--- config.mk ---
export PLATFORM = sky130hd
export DESIGN_NAME = ascon_serial_sequencer
export DESIGN_NICKNAME = d
export VERILOG_FILES = /design/src/rtl/ascon_seq_pkg.sv /design/src/rtl/ascon_seq_shifter.sv /design/src/rtl/ascon_serial_sequencer.sv
export SDC_FILE = /design/constraint.sdc
export NUM_CORES = 1
export LEC_CHECK = 0
export BUFFER_PORTS_ARGS = -buffer_cell sky130_fd_sc_hd__buf_2
export CAP_MARGIN = 25
export CORE_AREA = 5 5 285 287
export CTS_CLUSTER_SIZE = 20
export DETAILED_ROUTE_END_ITERATION = 10
export DIE_AREA = 0 0 290 292
export PLACE_DENSITY_LB_ADDON = 0.15
export REMOVE_ABC_BUFFERS = 1
export SYNTH_ARGS = -nofsm -noshare
export SYNTH_HDL_FRONTEND = slang
export SYNTH_HIERARCHICAL = 1
export SYNTH_SLANG_ARGS = --single-unit
export TNS_END_PERCENT = 100
--- constraint.sdc ---
create_clock -name clk -period 2.3 [get_ports clk]
set_clock_uncertainty 0.05 [all_clocks]
set_input_delay 0.115 -clock clk [delete_from_list [all_inputs] [get_ports clk]]
set_output_delay 0.115 -clock clk [all_outputs]
set_load 0.03 [all_outputs]
--- src/rtl/ascon_seq_pkg.sv ---
// ascon_seq_pkg: shared widths, FSM state codes and load-length helper for the ASCON serial sequencer
package ascon_seq_pkg;
  localparam int KEY_W = 128;
  localparam int TAG_W = 128;
  localparam int CNT_W = 16;
  typedef logic [2:0] state_t;
  localparam state_t S_IDLE  = 3'd0;
  localparam state_t S_CRST  = 3'd1;
  localparam state_t S_LOAD  = 3'd2;
  localparam state_t S_START = 3'd3;
  localparam state_t S_WAIT  = 3'd4;
  localparam state_t S_GAP   = 3'd5;
  localparam state_t S_READ  = 3'd6;
  localparam state_t S_DONE  = 3'd7;
  function automatic int load_len(input int ad_w, input int data_w);
    int m;
    m = KEY_W;
    if (ad_w > m) m = ad_w;
    if (data_w > m) m = data_w;
    return m;
  endfunction
endpackage

--- src/rtl/ascon_seq_shifter.sv ---
// ascon_seq_shifter: parallel-in/serial-out operand shifters and serial-in result shifters with bit index
module ascon_seq_shifter
  import ascon_seq_pkg::*;
#(
  parameter int AD_W   = 40,
  parameter int DATA_W = 104
) (
  input  logic              clk,
  input  logic              rst_n,
  input  logic              i_load,
  input  logic              i_shift_out,
  input  logic              i_shift_in,
  input  logic              i_clr,
  input  logic [KEY_W-1:0]  i_key,
  input  logic [KEY_W-1:0]  i_nonce,
  input  logic [AD_W-1:0]   i_ad,
  input  logic [DATA_W-1:0] i_data,
  input  logic              i_data_bit,
  input  logic              i_tag_bit,
  output logic              o_key,
  output logic              o_nonce,
  output logic              o_ad,
  output logic              o_data,
  output logic              o_last,
  output logic [DATA_W-1:0] o_rsp_data,
  output logic [TAG_W-1:0]  o_rsp_tag
);
  localparam logic [7:0] LAST = 8'(load_len(AD_W, DATA_W) - 1);
  localparam logic [7:0] DW = 8'(DATA_W);
  logic [KEY_W-1:0] r_key, r_nonce;
  logic [AD_W-1:0] r_ad;
  logic [DATA_W-1:0] r_data, r_rsp_data;
  logic [TAG_W-1:0] r_rsp_tag;
  logic [7:0] r_idx;
  // operand lines shift left replicating bit 0, so a short line holds its last bit
  always_ff @(posedge clk or negedge rst_n) begin
    if (!rst_n) begin
      r_key <= '0;
      r_nonce <= '0;
      r_ad <= '0;
      r_data <= '0;
      r_rsp_data <= '0;
      r_rsp_tag <= '0;
      r_idx <= '0;
    end else begin
      r_idx <= (i_shift_out || i_shift_in) ? r_idx + 8'd1 : 8'd0;
      if (i_load) begin
        r_key <= i_key;
        r_nonce <= i_nonce;
        r_ad <= i_ad;
        r_data <= i_data;
      end else if (i_shift_out) begin
        r_key <= (r_key << 1) | KEY_W'(r_key[0]);
        r_nonce <= (r_nonce << 1) | KEY_W'(r_nonce[0]);
        r_ad <= (r_ad << 1) | AD_W'(r_ad[0]);
        r_data <= (r_data << 1) | DATA_W'(r_data[0]);
      end
      if (i_clr) begin
        r_rsp_data <= '0;
        r_rsp_tag <= '0;
      end else if (i_shift_in) begin
        if (r_idx < DW) r_rsp_data <= (r_rsp_data << 1) | DATA_W'(i_data_bit);
        r_rsp_tag <= (r_rsp_tag << 1) | TAG_W'(i_tag_bit);
      end
    end
  end
  assign o_key = r_key[KEY_W-1];
  assign o_nonce = r_nonce[KEY_W-1];
  assign o_ad = r_ad[AD_W-1];
  assign o_data = r_data[DATA_W-1];
  assign o_last = r_idx == LAST;
  assign o_rsp_data = r_rsp_data;
  assign o_rsp_tag = r_rsp_tag;
endmodule

--- src/rtl/ascon_serial_sequencer.sv ---
// ascon_serial_sequencer: job FSM driving the bit-serial ASCON core; ASCON_SEQ_TIMEOUT_EN enables WAIT abort
module ascon_serial_sequencer
  import ascon_seq_pkg::*;
#(
  parameter int AD_W      = 40,
  parameter int DATA_W    = 104,
  parameter int RST_CYC   = 2,
  parameter int START_CYC = 3,
  parameter int READ_GAP  = 2,
  parameter int TIMEOUT   = 4096
) (
  input  logic              clk,
  input  logic              rst_n,
  input  logic              req_valid_i,
  output logic              req_ready_o,
  input  logic              req_decrypt_i,
  input  logic [KEY_W-1:0]  req_key_i,
  input  logic [KEY_W-1:0]  req_nonce_i,
  input  logic [AD_W-1:0]   req_ad_i,
  input  logic [DATA_W-1:0] req_data_i,
  output logic              rsp_valid_o,
  input  logic              rsp_ready_i,
  output logic [DATA_W-1:0] rsp_data_o,
  output logic [TAG_W-1:0]  rsp_tag_o,
  output logic [CNT_W-1:0]  rsp_cycles_o,
  output logic              rsp_err_o,
  output logic              core_rst_o,
  output logic              core_decrypt_o,
  output logic              core_key_o,
  output logic              core_nonce_o,
  output logic              core_ad_o,
  output logic              core_data_o,
  output logic              core_start_o,
  input  logic              core_ready_i,
  input  logic              core_data_i,
  input  logic              core_tag_i
);
  localparam logic [CNT_W-1:0] TMO_CYC = CNT_W'(TIMEOUT);
  state_t r_state, w_nxt;
  logic [CNT_W-1:0] r_cnt, r_cyc, r_rsp_cyc, w_cyc_inc;
  logic r_req_ready, r_rsp_valid, r_err, r_core_rst, r_start, r_dec;
  logic w_acc, w_last, w_tmo, w_rdy;
  assign w_acc = r_state == S_IDLE && req_valid_i;
  assign w_rdy = r_state == S_WAIT && core_ready_i;
  assign w_cyc_inc = &r_cyc ? r_cyc : r_cyc + CNT_W'(1);
`ifdef ASCON_SEQ_TIMEOUT_EN
  assign w_tmo = r_state == S_WAIT && !core_ready_i && r_cnt == TMO_CYC - CNT_W'(1);
`else
  assign w_tmo = 1'b0;
`endif
  always_comb begin
    w_nxt = r_state;
    case (r_state)
      S_IDLE:  w_nxt = req_valid_i ? S_CRST : S_IDLE;
      S_CRST:  w_nxt = r_cnt == CNT_W'(RST_CYC - 1) ? S_LOAD : S_CRST;
      S_LOAD:  w_nxt = w_last ? S_START : S_LOAD;
      S_START: w_nxt = r_cnt == CNT_W'(START_CYC - 1) ? S_WAIT : S_START;
      S_WAIT:  w_nxt = core_ready_i ? S_GAP : w_tmo ? S_DONE : S_WAIT;
      S_GAP:   w_nxt = r_cnt == CNT_W'(READ_GAP - 1) ? S_READ : S_GAP;
      S_READ:  w_nxt = w_last ? S_DONE : S_READ;
      S_DONE:  w_nxt = rsp_ready_i ? S_IDLE : S_DONE;
    endcase
  end
  // outputs decode the next state so they line up with the state they describe
  always_ff @(posedge clk or negedge rst_n) begin
    if (!rst_n) begin
      r_state <= S_IDLE;
      r_cnt <= '0;
      r_cyc <= '0;
      r_rsp_cyc <= '0;
      r_req_ready <= 1'b1;
      r_rsp_valid <= 1'b0;
      r_err <= 1'b0;
      r_core_rst <= 1'b1;
      r_start <= 1'b0;
      r_dec <= 1'b0;
    end else begin
      r_state <= w_nxt;
      r_cnt <= w_nxt != r_state ? '0 : r_cnt + CNT_W'(1);
      r_cyc <= (w_nxt == S_START && r_state != S_START) ? '0 : w_cyc_inc;
      r_req_ready <= w_nxt == S_IDLE;
      r_rsp_valid <= w_nxt == S_DONE;
      r_core_rst <= w_nxt == S_IDLE || w_nxt == S_CRST;
      r_start <= w_nxt == S_START;
      if (w_acc) begin
        r_dec <= req_decrypt_i;
        r_err <= 1'b0;
      end
      if (w_rdy) r_rsp_cyc <= w_cyc_inc;
      else if (w_tmo) begin
        r_rsp_cyc <= TMO_CYC;
        r_err <= 1'b1;
      end
    end
  end
  ascon_seq_shifter #(.AD_W(AD_W), .DATA_W(DATA_W)) u_shf (
    .clk(clk),
    .rst_n(rst_n),
    .i_load(w_acc),
    .i_shift_out(r_state == S_LOAD),
    .i_shift_in(r_state == S_READ),
    .i_clr(w_tmo),
    .i_key(req_key_i),
    .i_nonce(req_nonce_i),
    .i_ad(req_ad_i),
    .i_data(req_data_i),
    .i_data_bit(core_data_i),
    .i_tag_bit(core_tag_i),
    .o_key(core_key_o),
    .o_nonce(core_nonce_o),
    .o_ad(core_ad_o),
    .o_data(core_data_o),
    .o_last(w_last),
    .o_rsp_data(rsp_data_o),
    .o_rsp_tag(rsp_tag_o)
  );
  assign req_ready_o = r_req_ready;
  assign rsp_valid_o = r_rsp_valid;
  assign rsp_cycles_o = r_rsp_cyc;
  assign rsp_err_o = r_err;
  assign core_rst_o = r_core_rst;
  assign core_start_o = r_start;
  assign core_decrypt_o = r_dec;
endmodule

==> results by group <==
Run status
  – Status: complete, no violations

Worst hold path
  – Hold Crit Class: in2reg

Synthesis
  – Post-synth EDFFs: 0
  – Synth area leaders: dfrtp_1 (56%), mux2i_1 (21%), o21ai_0 (6.7%)
  – Part of the Yosys area used for sequential elements: 56.3%
  – Syn_area_per_cell: 11.0 sq um
  – Leading area contributor after synthesis: dfrtp_1
  – Count of different cell masters after synthesis: 52
  – FF+latch count, synth: 696
  – Share of the synthesized area in the top cell type: 56.2%
  – Async S/R FF share, synth: 100%
  – Synth Flop Type: dfrtp_1
  – Synth Warn #: 6
  – Cell count after synthesis: 2801
  – Post-synthesis instance area: 30900 sq um

Layout
  – Share of cells above drive strength 1: 23.1%
  – Core Util, Final: 54.3%
  – Nets: 4271
  – Layout Area Growth over Synthesis: 37.5%
  – Leading cell type in the layout, fill and taps excluded: dfrtp_1
  – Fill cells: 6860
  – Most frequent cells in the layout: dfrtp_1 (694), buf_2 (663), mux2i_1 (634), nand2_1 (425), o21ai_0 (413)
  – Finished Cell Area: 42500 sq um

Die
  – Die Width: 290 um
  – I/O pin cnt: 666
  – Starting Density: 39.5%
  – Die area: 84700 sq um
  – Rows: 103
  – Die Y: 292 um
  – Core Area: 78400 sq um

Worst setup path
  – Crit path buf inv count: 2
  – Critical-path cell list: nand2b_1 > nor2_4 > buf_12 > buf_4 > mux2i_1 > o21ai_0
  – Critical Path Max Stage Delay: 530 ps
  – Max FO, Critical Path: 22
  – Arr. time, crit path: 2550 ps
  – Critical Path RT: 2720 ps
  – Crit end category: flip-flop
  – Crit Path Class: reg2reg
  – Critical Path Source Type: flip-flop
  – Worst path slowest cell: dfrtp_1
  – Delay-heaviest family, CP: buffers and inverters

Timing
  – Hold Vio Cnt, Final: 0
  – Least-Margin Pin Slew: 641 ps
  – Hold_ws: 207 ps
  – RSZ-0062 raised after global routing: false
  – Setup_tns: 0 ps
  – Achievable Freq: 469 MHz
  – Max transition margin: 56.2%
  – Final slew viol count: 0
  – Fin crit share: 92.8%
  – Min cycle time layout: 2130 ps
  – Setup Viol. Count Final: 0

Power
  – Pleak: 18.8 nW
  – Total power: 43.1 mW
  – VDD IR max: 0.602 mV
  – PD cells: 1010 nW/um^2

Detailed routing
  – DR iter-0 viols: 1223
  – Routed WL: 95.6 mm
  – Remaining antenna violation count after routing: 0
  – Routed vias/inst: 5.03
  – Number of remaining DRC errors: 0
  – Pre-Repair DR Iteration Count: 5
  – WL/cell: 19.2 um
  – Vias post-DR: 25052

Clock tree
  – TritonCTS Buffers: 80
  – Root Driver: clkbuf_16
  – H-Tree Depth: 3
  – Maximum clock path buffer count: 3
  – Skew-Pair Late Insertion Delay: 610 ps
  – Clock Sinks: 696
  – TritonCTS clock tree: yes
  – Clk slew on worst S/H paths: 60 ps

Placement
  – Buffers on Ports: 664
  – Post-DP HPWL: 65.0 mm
  – DP Area: 35800 sq um
  – GPL Wtd Cong: 0.849

Global route
  – Initial antenna violation count: 11
  – Vias in the first global route: 27005
  – First-pass GRT wire length: 152 mm
  – GRT Overall Usage: 22.0%
  – Largest net degree at the start of global routing: 234
  – Gr ovfl total: 0

Job
  – Maximum Capacitance Violations: 0
==> power breakdown <==
| group | internal (mW) | switching, mW |
|---|---|---|
| Combinational | 5.77 | 6.61 |
| Clock | 7.54 | 5.03 |
| Sequential | 16.0 | 2.19 |
| Total | 29.3 | 13.8 |
==> metal layers <==
| metal | track usage (%) | wire [um] | vias up |
|---|---|---|---|
| met2 | 36.6 | 46100 | 769 |
| met5 | 0 | 0 | - |
| met1 | 26.6 | 38300 | 12219 |
| met3 | 4.96 | 5300 | 283 |
| li1 | - | - | 11781 |
| met4 | 12.5 | 5900 | 0 |
==> worst paths after layout <==
check	cells after the start	start	to	slack, ps
max	6	r_state[1]	u_shf/r_data[41]	170
min	4	req_key_i[2]	u_shf/r_key[2]	210
max reg2reg	6	r_state[1]	u_shf/r_data[41]	170
min reg2reg	2	rsp_cycles_o[7]	rsp_cycles_o[7]	430
max in group asynchronous	4	rst_n	u_shf/o_rsp_data[95]	630
min in group asynchronous	3	rst_n	u_shf/o_rsp_data[87]	550
==> through the flow <==
stage,setup WS [ps],instances
global placement,216,4416
floorplan,-54290,2603
detailed placement,113,4416
CTS,114,4967
finish,167,4981
global route,7.43,4979
==> Yosys cell counts, drive strengths merged, types with 7 or more instances <==
library cell and n:
a21oi 25, buf 126, clkbuf 73, dfrtp 694, inv 7, mux2i 634
nand2 425, nand2b 108, nand3 18, nand4 14, nor2 150, nor3 8
nor4 10, o21ai 413, o31ai 9, or3 13, xor2 11
==> area by class of cell <==
type	count	area, sq um	area share [%]
flip-flops and latches	696	17400	41.0
multi-input cells	1900	12500	29.3
repair buffers	1173	8660	20.4
clock buffers	121	2410	5.66
well taps	1050	1310	3.09
clock inverters	20	194	0.456
diodes	14	35.0	0.0824
inverters	7	26.3	0.0618
==> flip-flops by register name, indices dropped and copies added (netlist names), 3 cells and up <==
name and count:
u_shf/o_rsp_tag 128, u_shf/r_key 128, u_shf/r_nonce 128, u_shf/o_rsp_data 104
u_shf/r_data 104, u_shf/r_ad 40, r_cnt 16, r_cyc 16
rsp_cycles_o 16, u_shf/r_idx 8, r_state 3
==> tightest hold or removal path, delay by kind of cell <==
family                 cells  cell delay, ps
AOI/OAI and AO/OA          1              60
buffers and inverters      2             620
and+or+nand+nor            1              40
==> cells by family after synthesis <==
group	share of synthesized area, %
adders and majority gates	0.202
muxes	20.7
DFF	56.3
AOI/OAI and AO/OA	7.84
buffers and inverters	3.46
xor gates and xnor gates	0.396
and+or+nand+nor	11.1
other	0.0121
==> repair_timing <==
| action | CTS | global route |
|---|---|---|
| hold endpoints to repair | 927 | 0 |
| buffers inserted | 0 | 0 |
| gates resized for setup | 0 | 2 |
| endpoints found under the setup margin | 0 | 4 |
| hold buffers | 410 | 0 |
Power figures use the tool's default switching activity.
